`config.mk`:
```
export PLATFORM = sky130hd
export DESIGN_NAME = dmem_atomic_responder
export DESIGN_NICKNAME = d
export VERILOG_FILES = /design/src/rtl/dmem_atomic_responder.sv
export SDC_FILE = /design/constraint.sdc
export NUM_CORES = 1
export LEC_CHECK = 0
export BUFFER_PORTS_ARGS = -buffer_cell sky130_fd_sc_hd__buf_2
export CORE_MARGIN = 1
export CORE_UTILIZATION = 45
export CTS_BUF_LIST = sky130_fd_sc_hd__clkbuf_2
export DETAILED_ROUTE_END_ITERATION = 7
export PLACE_DENSITY = 0.7
export SLEW_MARGIN = 10
export SYNTH_ARGS = -nofsm -noshare
export SYNTH_HDL_FRONTEND = slang
export SYNTH_SLANG_ARGS = --single-unit
```
`constraint.sdc`:
```
create_clock -name CLK -period 3.3 [get_ports CLK]
set_input_delay 0.33 -clock CLK [delete_from_list [all_inputs] [get_ports CLK]]
set_output_delay 0.33 -clock CLK [all_outputs]
set_load 0.02 [all_outputs]
```
`src/rtl/dmem_atomic_responder.sv`:
```
// dmem_atomic_responder
// Data-memory responder between the pipeline memory stage and the memory
// controller. Serves LW/SW/LL/SC requests with wait states, returns a
// one-cycle dhit pulse with registered load data, and owns the LL/SC link
// register (reservation, store-conditional check, invalidation).
module dmem_atomic_responder #(
    parameter int ADDR_W = 32,
    parameter int WORD_W = 32
) (
    input  logic              CLK,
    input  logic              nRST,
    input  logic              dmemREN,
    input  logic              dmemWEN,
    input  logic              datomic,
    input  logic [ADDR_W-1:0] dmemaddr,
    input  logic [WORD_W-1:0] dmemstore,
    output logic              dhit,
    output logic [WORD_W-1:0] dmemload,
    output logic              dREN,
    output logic              dWEN,
    output logic [ADDR_W-1:0] daddr,
    output logic [WORD_W-1:0] dstore,
    input  logic [WORD_W-1:0] dload,
    input  logic              dwait,
    input  logic              ccinv,
    input  logic [ADDR_W-1:0] ccsnoopaddr,
    input  logic              halt
);

    typedef enum logic [1:0] {
        ST_IDLE  = 2'd0,
        ST_READ  = 2'd1,
        ST_WRITE = 2'd2,
        ST_RESP  = 2'd3
    } state_t;

    // Word-granular mask: the two byte-offset bits never take part in a match.
    localparam logic [ADDR_W-1:0] WORD_MASK = {{(ADDR_W-2){1'b1}}, 2'b00};
    localparam logic [WORD_W-1:0] WORD_ZERO = {WORD_W{1'b0}};
    localparam logic [WORD_W-1:0] WORD_ONE  = {{(WORD_W-1){1'b0}}, 1'b1};

    // Two byte addresses refer to the same word.
    function automatic logic word_match(input logic [ADDR_W-1:0] a,
                                        input logic [ADDR_W-1:0] b);
        return (((a ^ b) & WORD_MASK) == {ADDR_W{1'b0}});
    endfunction

    state_t              state_r;
    state_t              state_nxt_s;

    logic [ADDR_W-1:0]   req_addr_r;
    logic [WORD_W-1:0]   req_store_r;
    logic                req_atomic_r;
    logic                sc_flag_r;

    logic                link_valid_r;
    logic [ADDR_W-1:0]   link_addr_r;
    logic                link_valid_nxt_s;
    logic [ADDR_W-1:0]   link_addr_nxt_s;

    logic                dhit_r;
    logic [WORD_W-1:0]   dmemload_r;
    logic                dren_r;
    logic                dwen_r;
    logic [ADDR_W-1:0]   daddr_r;
    logic [WORD_W-1:0]   dstore_r;

    logic                dhit_nxt_s;
    logic [WORD_W-1:0]   dmemload_nxt_s;
    logic                dren_nxt_s;
    logic                dwen_nxt_s;
    logic [ADDR_W-1:0]   daddr_nxt_s;
    logic [WORD_W-1:0]   dstore_nxt_s;

    logic                req_wr_s;
    logic                sc_ok_s;
    logic                launch_s;
    logic                ll_done_s;
    logic                store_kill_s;
    logic [ADDR_W-1:0]   addr_sel_s;
    logic [WORD_W-1:0]   store_sel_s;

    // Decode of the incoming request while idle; a read always beats a write.
    always_comb begin
        req_wr_s = dmemWEN & ~dmemREN;
        sc_ok_s  = req_wr_s & datomic & link_valid_r & word_match(dmemaddr, link_addr_r);
        launch_s = (state_r == ST_IDLE) && (state_nxt_s != ST_IDLE);
        if (state_r == ST_IDLE) begin
            addr_sel_s  = dmemaddr;
            store_sel_s = dmemstore;
        end else begin
            addr_sel_s  = req_addr_r;
            store_sel_s = req_store_r;
        end
    end

    // State register.
    always_ff @(posedge CLK or negedge nRST) begin
        if (!nRST) begin
            state_r <= ST_IDLE;
        end else begin
            state_r <= state_nxt_s;
        end
    end

    // Next-state logic.
    always_comb begin
        state_nxt_s = state_r;
        case (state_r)
            ST_IDLE: begin
                if (dmemREN) begin
                    state_nxt_s = ST_READ;
                end else if (dmemWEN) begin
                    if (!datomic || sc_ok_s) begin
                        state_nxt_s = ST_WRITE;
                    end else begin
                        state_nxt_s = ST_RESP;
                    end
                end else begin
                    state_nxt_s = ST_IDLE;
                end
            end
            ST_READ: begin
                if (!dwait) begin
                    state_nxt_s = ST_RESP;
                end else begin
                    state_nxt_s = ST_READ;
                end
            end
            ST_WRITE: begin
                if (!dwait) begin
                    state_nxt_s = ST_RESP;
                end else begin
                    state_nxt_s = ST_WRITE;
                end
            end
            ST_RESP: begin
                state_nxt_s = ST_IDLE;
            end
            default: begin
                state_nxt_s = ST_IDLE;
            end
        endcase
    end

    // Latch the request fields when leaving IDLE; they stay fixed for the access.
    always_ff @(posedge CLK or negedge nRST) begin
        if (!nRST) begin
            req_addr_r   <= {ADDR_W{1'b0}};
            req_store_r  <= {WORD_W{1'b0}};
            req_atomic_r <= 1'b0;
            sc_flag_r    <= 1'b0;
        end else if (launch_s) begin
            req_addr_r   <= dmemaddr;
            req_store_r  <= dmemstore;
            req_atomic_r <= datomic;
            sc_flag_r    <= sc_ok_s;
        end
    end

    // Output logic: next values of the registered outputs, derived from the next state.
    always_comb begin
        dren_nxt_s     = (state_nxt_s == ST_READ);
        dwen_nxt_s     = (state_nxt_s == ST_WRITE);
        dhit_nxt_s     = (state_nxt_s == ST_RESP);
        daddr_nxt_s    = daddr_r;
        dstore_nxt_s   = dstore_r;
        dmemload_nxt_s = dmemload_r;
        if ((state_nxt_s == ST_READ) || (state_nxt_s == ST_WRITE)) begin
            daddr_nxt_s = addr_sel_s;
        end else begin
            daddr_nxt_s = daddr_r;
        end
        if (state_nxt_s == ST_WRITE) begin
            dstore_nxt_s = store_sel_s;
        end else begin
            dstore_nxt_s = dstore_r;
        end
        case (state_r)
            ST_IDLE: begin
                // Only a failed SC goes straight to RESP from IDLE.
                if (state_nxt_s == ST_RESP) begin
                    dmemload_nxt_s = WORD_ZERO;
                end else begin
                    dmemload_nxt_s = dmemload_r;
                end
            end
            ST_READ: begin
                if (!dwait) begin
                    dmemload_nxt_s = dload;
                end else begin
                    dmemload_nxt_s = dmemload_r;
                end
            end
            ST_WRITE: begin
                if (!dwait) begin
                    dmemload_nxt_s = sc_flag_r ? WORD_ONE : WORD_ZERO;
                end else begin
                    dmemload_nxt_s = dmemload_r;
                end
            end
            default: begin
                dmemload_nxt_s = dmemload_r;
            end
        endcase
    end

    // Output registers; reset drops the strobes immediately.
    always_ff @(posedge CLK or negedge nRST) begin
        if (!nRST) begin
            dhit_r     <= 1'b0;
            dmemload_r <= {WORD_W{1'b0}};
            dren_r     <= 1'b0;
            dwen_r     <= 1'b0;
            daddr_r    <= {ADDR_W{1'b0}};
            dstore_r   <= {WORD_W{1'b0}};
        end else begin
            dhit_r     <= dhit_nxt_s;
            dmemload_r <= dmemload_nxt_s;
            dren_r     <= dren_nxt_s;
            dwen_r     <= dwen_nxt_s;
            daddr_r    <= daddr_nxt_s;
            dstore_r   <= dstore_nxt_s;
        end
    end

    // Link update: LL completion sets it, then stores, snoops and halt may clear it.
    always_comb begin
        ll_done_s    = (state_r == ST_READ) && !dwait && req_atomic_r;
        store_kill_s = 1'b0;
        if (state_r == ST_IDLE && req_wr_s) begin
            if (datomic) begin
                store_kill_s = sc_ok_s;
            end else begin
                store_kill_s = word_match(dmemaddr, link_addr_r);
            end
        end else begin
            store_kill_s = 1'b0;
        end

        link_valid_nxt_s = link_valid_r;
        link_addr_nxt_s  = link_addr_r;
        if (ll_done_s) begin
            link_valid_nxt_s = 1'b1;
            link_addr_nxt_s  = req_addr_r;
        end else begin
            link_addr_nxt_s  = link_addr_r;
        end
        // Invalidations are checked against the post-update address so a
        // snoop coinciding with LL completion still kills the new reservation.
        if (store_kill_s || halt || (ccinv && word_match(ccsnoopaddr, link_addr_nxt_s))) begin
            link_valid_nxt_s = 1'b0;
        end else begin
            link_valid_nxt_s = link_valid_nxt_s;
        end
    end

    // Link register.
    always_ff @(posedge CLK or negedge nRST) begin
        if (!nRST) begin
            link_valid_r <= 1'b0;
            link_addr_r  <= {ADDR_W{1'b0}};
        end else begin
            link_valid_r <= link_valid_nxt_s;
            link_addr_r  <= link_addr_nxt_s;
        end
    end

    assign dhit     = dhit_r;
    assign dmemload = dmemload_r;
    assign dREN     = dren_r;
    assign dWEN     = dwen_r;
    assign daddr    = daddr_r;
    assign dstore   = dstore_r;

endmodule

```
==> results of run 1 <==
repair_timing:
action                                  4_1_cts  5_1_grt
hold endpoints to repair                    246        0
hold buffers                                103        0
endpoints found under the setup margin        0        0
Yosys cell counts (all sizes together) (4+ instances only):
cell / n / share of area (%)
nand2: 324 / 13
dfrtp: 198 / 54
o21ai: 89 / 4.9
mux2i: 66 / 7.2
clkbuf: 41 / 1.7
xnor2: 41 / 3.9
a21oi: 39 / 2.1
nor2: 37 / 1.5
inv: 33 / 1.4
buf: 14 / 0.97
o22ai: 12 / 0.82
mux2: 10 / 1.2
xor2: 9 / 0.86
ha: 8 / 1.1
nand4: 8 / 0.55
nand3: 6 / 0.33
nand2b: 5 / 0.34
nor4: 5 / 0.34
nor2b: 4 / 0.27
nor3: 4 / 0.22
o2111ai: 4 / 0.38
kinds of logic (layout without fill, tap and decap cells):
kind of cell	count (synthesis)	after routing	synth area share, %
AOI/OAI and AO/OA	163	163	10.0
muxes	76	76	8.47
adders and majority gates	8	8	1.10
and+or+nand+nor	398	398	17.3
other	0	2	0
DFF	198	198	54.3
xor gates and xnor gates	50	50	4.80
buffers and inverters	88	419	4.02
metrics by stage:
stage | util [%] | hold WS, ns | cell area, um^2 | power [W]
after floorplan | - | 0.0344 | 9130 | 0.00839
after global placement | 54.2 | 0.425 | 10600 | 0.0103
after detailed placement | 54.2 | 0.411 | 10600 | 0.0105
after CTS | 60.7 | 0.0113 | 11900 | 0.0118
after global routing | 60.7 | 0.0580 | 11900 | 0.0128
final | 60.7 | 0.0787 | 11900 | 0.0118
worst min path at each step:
stage / start / endpoint / cells after the start
after floorplan: nRST / dREN$_DFF_PN0_ / 0
after global placement: nRST / daddr[9]$_DFFE_PN0P_ / 1
after detailed placement: nRST / daddr[9]$_DFFE_PN0P_ / 1
after CTS: dwait / state_r[1]$_DFF_PN0_ / 4
after global routing: ccsnoopaddr[16] / link_valid_r$_DFFE_PN0P_ / 5
final: nRST / daddr[9]$_DFFE_PN0P_ / 2
metal layers:
layer / global-route usage (%) / vias up / wire length (um)
met3: 4.34 / 55 / 1450
li1: - / 3876 / -
met4: 10.1 / 0 / 666
met2: 41.3 / 281 / 12300
met5: 0 / - / 0
met1: 33.2 / 3763 / 11400
cells in the final DEF (no fill, tap or decap), types with 3 or more instances in the layout:
cell | netlist | final
clkbuf_2 | 0 | 18
o2111ai_1 | 4 | 4
dlygate4sd3_1 | 0 | 103
xnor2_1 | 41 | 41
o22ai_1 | 12 | 12
buf_2 | 5 | 231
xor2_1 | 9 | 9
nand4_1 | 8 | 8
ha_1 | 8 | 6
buf_4 | 0 | 12
nand3_1 | 6 | 6
a21oi_1 | 39 | 39
nor3_1 | 4 | 4
nor4_1 | 5 | 5
buf_12 | 0 | 7
inv_1 | 33 | 33
mux2_2 | 10 | 10
dfrtp_1 | 198 | 198
nand2_1 | 324 | 323
mux2i_1 | 66 | 66
nand2b_1 | 5 | 4
nor2_1 | 37 | 37
inv_6 | 0 | 7
nor2b_1 | 4 | 3
o21ai_0 | 89 | 89
power by group through the flow:
stage	Clock (W)	Sequential, W	Combinational (W)
after floorplan	0	0.00479	0.00360
after global placement	0	0.00428	0.00597
after detailed placement	0	0.00433	0.00612
after CTS	0.00128	0.00427	0.00624
after global routing	0.00136	0.00443	0.00696
final	0.00123	0.00430	0.00623
flip-flops by register name (all words and copies together), names as in the netlist, 2 cells and up:
| name | flops |
|---|---|
| daddr | 32 |
| dmemload | 32 |
| dstore | 32 |
| link_addr_r | 30 |
| req_addr_r | 32 |
| req_store_r | 32 |
| state_r | 2 |
critical path, cell delays in order, from the launching register on:
cell and delay [ns]:
dfrtp_1 0.48, xnor2_1 0.28, nand4_1 0.20, nor4_1 0.37, nand4_1 0.20, a31oi_1 0.25, mux2i_1 0.15, ha_1 0.25
inv_1 0.05, a21oi_1 0.07, nand2_2 0.11, buf_12 0.23, o21ai_0 0.14
area by class of cell:
class	count	area [um^2]	share of cell area [%]
Inverter	33	124	1.04
Clock buffer	18	90.1	0.755
Multi-Input combinational cell	695	3830	32.1
Sequential cell	198	4950	41.5
Timing Repair Buffer	354	2430	20.4
Clock inverter	14	158	1.32
Antenna cell	2	5.00	0.0420
Tap cell	265	332	2.78
==> metrics, run 1 <==
category of the worst setup path capture point=flip-flop; antenna violations before repair=2; setup repair after global routing missed its margin=no; total net switching power=0.00555 W; cell chosen for the clock root=clkbuf_2; height of the die=144 um; clock tree from TritonCTS=yes; number of max-cap violations=0; standard cell core area=19700 um^2; clock power share=10.4%; Pwr per Cell Area=986 nW/um^2; transition time of the tightest slew-check pin=0.681 ns; largest fanout on the critical path=64; gr ovfl total=0; HP Class=primary input to async pin; RR Startpoint=link_addr_r[25]$_DFF_PN0_; DIE AREA=20900 um^2; sequential group share of total power=36.5%; Required @ worst endpoint=3.97 ns; share of layout cells above drive strength 1=22.8%; number of synthesized register bits=198; H-tree depth=4; CP startpoint=link_addr_r[25]$_DFF_PN0_; Layout Cells excl Fill=1579; unique cell type count in the Yosys netlist=40; number of gates given a new drive strength after cts=0; clock transition at the registers of the reported paths=0.28 ns; number of pins exceeding their max-slew limit in the final report=0; final setup violation count=0; cell area after synthesis=9130 um^2; final routed wirelength across all metal layers=25800 um; switching power share of the total=47.2%; source-to-sink clock delay at the later pin of the worst-skew pair=0.79 ns; starting density of the core=46.4%; Data arrival, critical path=3.58 ns; post-CTS setup-driven buffer insertion count=0; async set-reset flop share out of synthesis=100%; All-Layer GR Usage=25.3%; setup slack of the critical path after layout=0.390 ns; destination of the worst register-to-register timing path=dmemload[22]$_DFFE_PN0P_; vias per std cell=5.05; most instantiated flip-flop cell in the synthesis netlist=dfrtp_1; Final Cycle Share=88.2%; net count of the finished layout=1443; setup TNS after final layout=0 ns; # IOs=235; Bufs on Longest Clock Path=2; r2r setup slk=0.39 ns; CP Launch Type=flip-flop; Rows=51; via count=7975; termination of the worst setup path=dmemload[22]$_DFFE_PN0P_; run status=complete, no violations; number of port buffers=232; final estimated routing congestion in global placement=0.916; Sinks on Clock Net=198; fraction of the yosys area taken by sequential cells=54.3%; R2R cell count=12; synthesized area divided by synthesized cell count=9.30 um^2; clock period minus worst slack=2.91 ns; cell-internal power=0.00621 W; cell count after synthesis=981; CP Class=flip-flop to flip-flop; wire length of the first global-routing pass=40200 um; FMAX=344 MHz; leakage=5.91 nW; number of filler cells placed in the layout=1681; number of buffers inserted during clock tree synthesis=17; number of nets produced by synthesis=1125; Synth Warn #=0; number of DRC violations after detailed routing=0; routed len/inst=16.4 um; worst slack after detailed placement=0.339 ns; skew final=0.0361 ns; number of detailed-route iterations in the first pass=6; total half-perimeter wirelength after legalization and detailed placement=17000 um; final number of hold-violating endpoints=0; DRT antenna net count=0; via count of the first global-routing pass=7909; maximum number of pins on one net before global-route repair=84; relative slew slack=54.6%; number of design-rule violations left by the first detailed-router iteration=528; Worst IR Drop VDD=0.671 mV; combinational group share of total power=53.0%; # placed instances=1442; Layout Area Growth over Synthesis=30.7%; count of flip-flops with a built-in enable after synthesis=0; Die X=144 um
No activity file was read; power rests on OpenSTA's default activity.
==> run 2, diff against run 1 <==
--- a/config.mk
+++ b/config.mk
@@ -5,10 +5,10 @@
 export SDC_FILE = /design/constraint.sdc
 export NUM_CORES = 1
 export LEC_CHECK = 0
+export ABC_CLOCK_PERIOD_IN_PS = 3300
 export BUFFER_PORTS_ARGS = -buffer_cell sky130_fd_sc_hd__buf_2
 export CORE_MARGIN = 1
 export CORE_UTILIZATION = 45
-export CTS_BUF_LIST = sky130_fd_sc_hd__clkbuf_2
 export DETAILED_ROUTE_END_ITERATION = 7
 export PLACE_DENSITY = 0.7
 export SLEW_MARGIN = 10
==> run 2 against run 1 <==
Critical path depth is the same. Die area unchanged. Combinational power shrank 3%. Worst setup slack better by 0.027 ns. Register-to-register slack better by 0.03 ns. Sequential share of layout area grew 2.5 points. Power grew 5.8%. Clock power increased by 70%. Clock skew fell by 0.026 ns. Highest routed layer unchanged. Critical endpoint unchanged. Critical path type unchanged. Flip-flop and latch count unchanged. First-iteration DRC count shrank 9.3%.
==> metrics, run 2 (synthesis results as in run 1) <==
number of max-cap violations=0; FMAX=347 MHz; clock transition at the registers of the reported paths=0.08 ns; number of port buffers=232; worst hold slack=0.0943 ns; HP Class=primary input to flip-flop; number of pins exceeding their max-slew limit in the final report=0; maximum number of pins on one net before global-route repair=84; vias per std cell=5.05; Layout Area Growth over Synthesis=23.2%; net count of the finished layout=1341; largest fanout on the critical path=64; total inserted antenna cells=0; share of layout cells above drive strength 1=24.6%; skew final=0.0101 ns; category of the worst setup path capture point=flip-flop; setup TNS after final layout=0 ns; Final Util=57.2%; antenna violations before repair=1; All-Layer GR Usage=23.7%; standard cell core area=19700 um^2; Bufs on Longest Clock Path=2; # IOs=235; Rows=51; Required @ worst endpoint=3.60 ns; wire length of the first global-routing pass=37600 um; final number of hold-violating endpoints=0; setup repair after global routing missed its margin=no; number of design-rule violations left by the first detailed-router iteration=479; number of buffers inserted during clock tree synthesis=17; height of the die=144 um; R2R cell count=12; CP Launch Type=flip-flop; leakage=5.62 nW; leading cell type in the layout, fill and taps excluded=nand2_1; instance count along the most critical hold path=3; clock period minus worst slack=2.88 ns; clock tree from TritonCTS=yes; commonest cells after routing, fill and taps aside=nand2_1 (323), buf_2 (231), dfrtp_1 (198); r2r setup slk=0.42 ns; summed area of non-filler cells in the final layout=11200 um^2; via count of the first global-routing pass=7264; starting density of the core=46.4%; Data arrival, critical path=3.18 ns; final estimated routing congestion in global placement=0.916; number of DRC violations after detailed routing=0; Pwr per Cell Area=1110 nW/um^2; Die X=144 um; H-tree depth=4; source-to-sink clock delay at the later pin of the worst-skew pair=0.43 ns; Final Cycle Share=87.3%; relative slew slack=54.6%; via count=7442; Worst IR Drop VDD=0.916 mV; run status=complete, no violations; number of detailed-route iterations in the first pass=5; Sinks on Clock Net=198; total half-perimeter wirelength after legalization and detailed placement=17000 um; # placed instances=1442; DRT antenna net count=0; transition time of the tightest slew-check pin=0.682 ns; CP Class=flip-flop to flip-flop; Post-Place Cell Area=10600 um^2; cell chosen for the clock root=clkbuf_16; number of gates given a new drive strength after cts=0; final routed wirelength across all metal layers=23900 um; DIE AREA=20900 um^2; Layout Cells excl Fill=1475; gr ovfl total=0; final setup violation count=0; routed len/inst=16.2 um
-- run 2: changes by cell type in the layout (fill, tap and decap cells not counted) --
cell,before,now
dlygate4sd3_1,103,1
clkbuf_16,0,17
clkbuf_2,18,0
clkbuf_1,0,1
diode_2,2,0
-- run 2: final cells by class --
cell class,instances,area [um^2]
fill,1796,8410
sequential,198,4950
multi-input combinational,695,3830
timing repair buffer,252,1410
clock buffer,18,429
tap,265,332
clock inverter,14,158
inverter,33,124
-- run 2: critical path: stages (launching register included) --
cell and delay [ns]:
dfrtp_1 0.41, xnor2_1 0.28, nand4_1 0.21, nor4_1 0.38, nand4_1 0.20, a31oi_1 0.25, mux2i_1 0.15, ha_1 0.25
inv_1 0.05, a21oi_1 0.07, nand2_2 0.11, buf_12 0.23, o21ai_0 0.14
-- run 2: what timing repair did --
item                                    4_1_cts  5_1_grt
endpoints found under the setup margin        0        0
hold buffers                                  1        0
hold endpoints to repair                     81        0
buffers inserted                              0        0
-- run 2: through the flow --
stage	setup slack, ns	total power [W]
after floorplan	0.668	0.00839
after global placement	0.392	0.0103
after detailed placement	0.339	0.0105
after CTS	0.404	0.0126
after global routing	0.0601	0.0135
final	0.418	0.0124
-- run 2: layer usage --
layer	vias up	GRT usage [%]	part of all wire, %
met1	3514	32.3	45
met5	-	0	0
met3	38	5.00	6.1
met2	228	37.3	47
li1	3662	-	-
met4	0	8.09	1.9
-- run 2: worst paths after layout --
| path | from | endpoint |
|---|---|---|
| max | link_addr_r[25]$_DFF_PN0_ | dmemload[22]$_DFFE_PN0P_ |
| min | dmemstore[26] | req_store_r[26]$_DFFE_PN0P_ |
| max reg2reg | link_addr_r[25]$_DFF_PN0_ | dmemload[22]$_DFFE_PN0P_ |
| min reg2reg | dmemload[7]$_DFFE_PN0P_ | dmemload[7]$_DFFE_PN0P_ |
| max in group asynchronous | nRST | dstore[19]$_DFFE_PN0P_ |
| min in group asynchronous | nRST | daddr[9]$_DFFE_PN0P_ |
-- run 2: where the power goes --
part / total (W) / internal [W] / switching, W
Sequential: 0.00430 / 0.00358 / 0.000727
Combinational: 0.00606 / 0.00225 / 0.00381
Clock: 0.00209 / 0.00108 / 0.00101
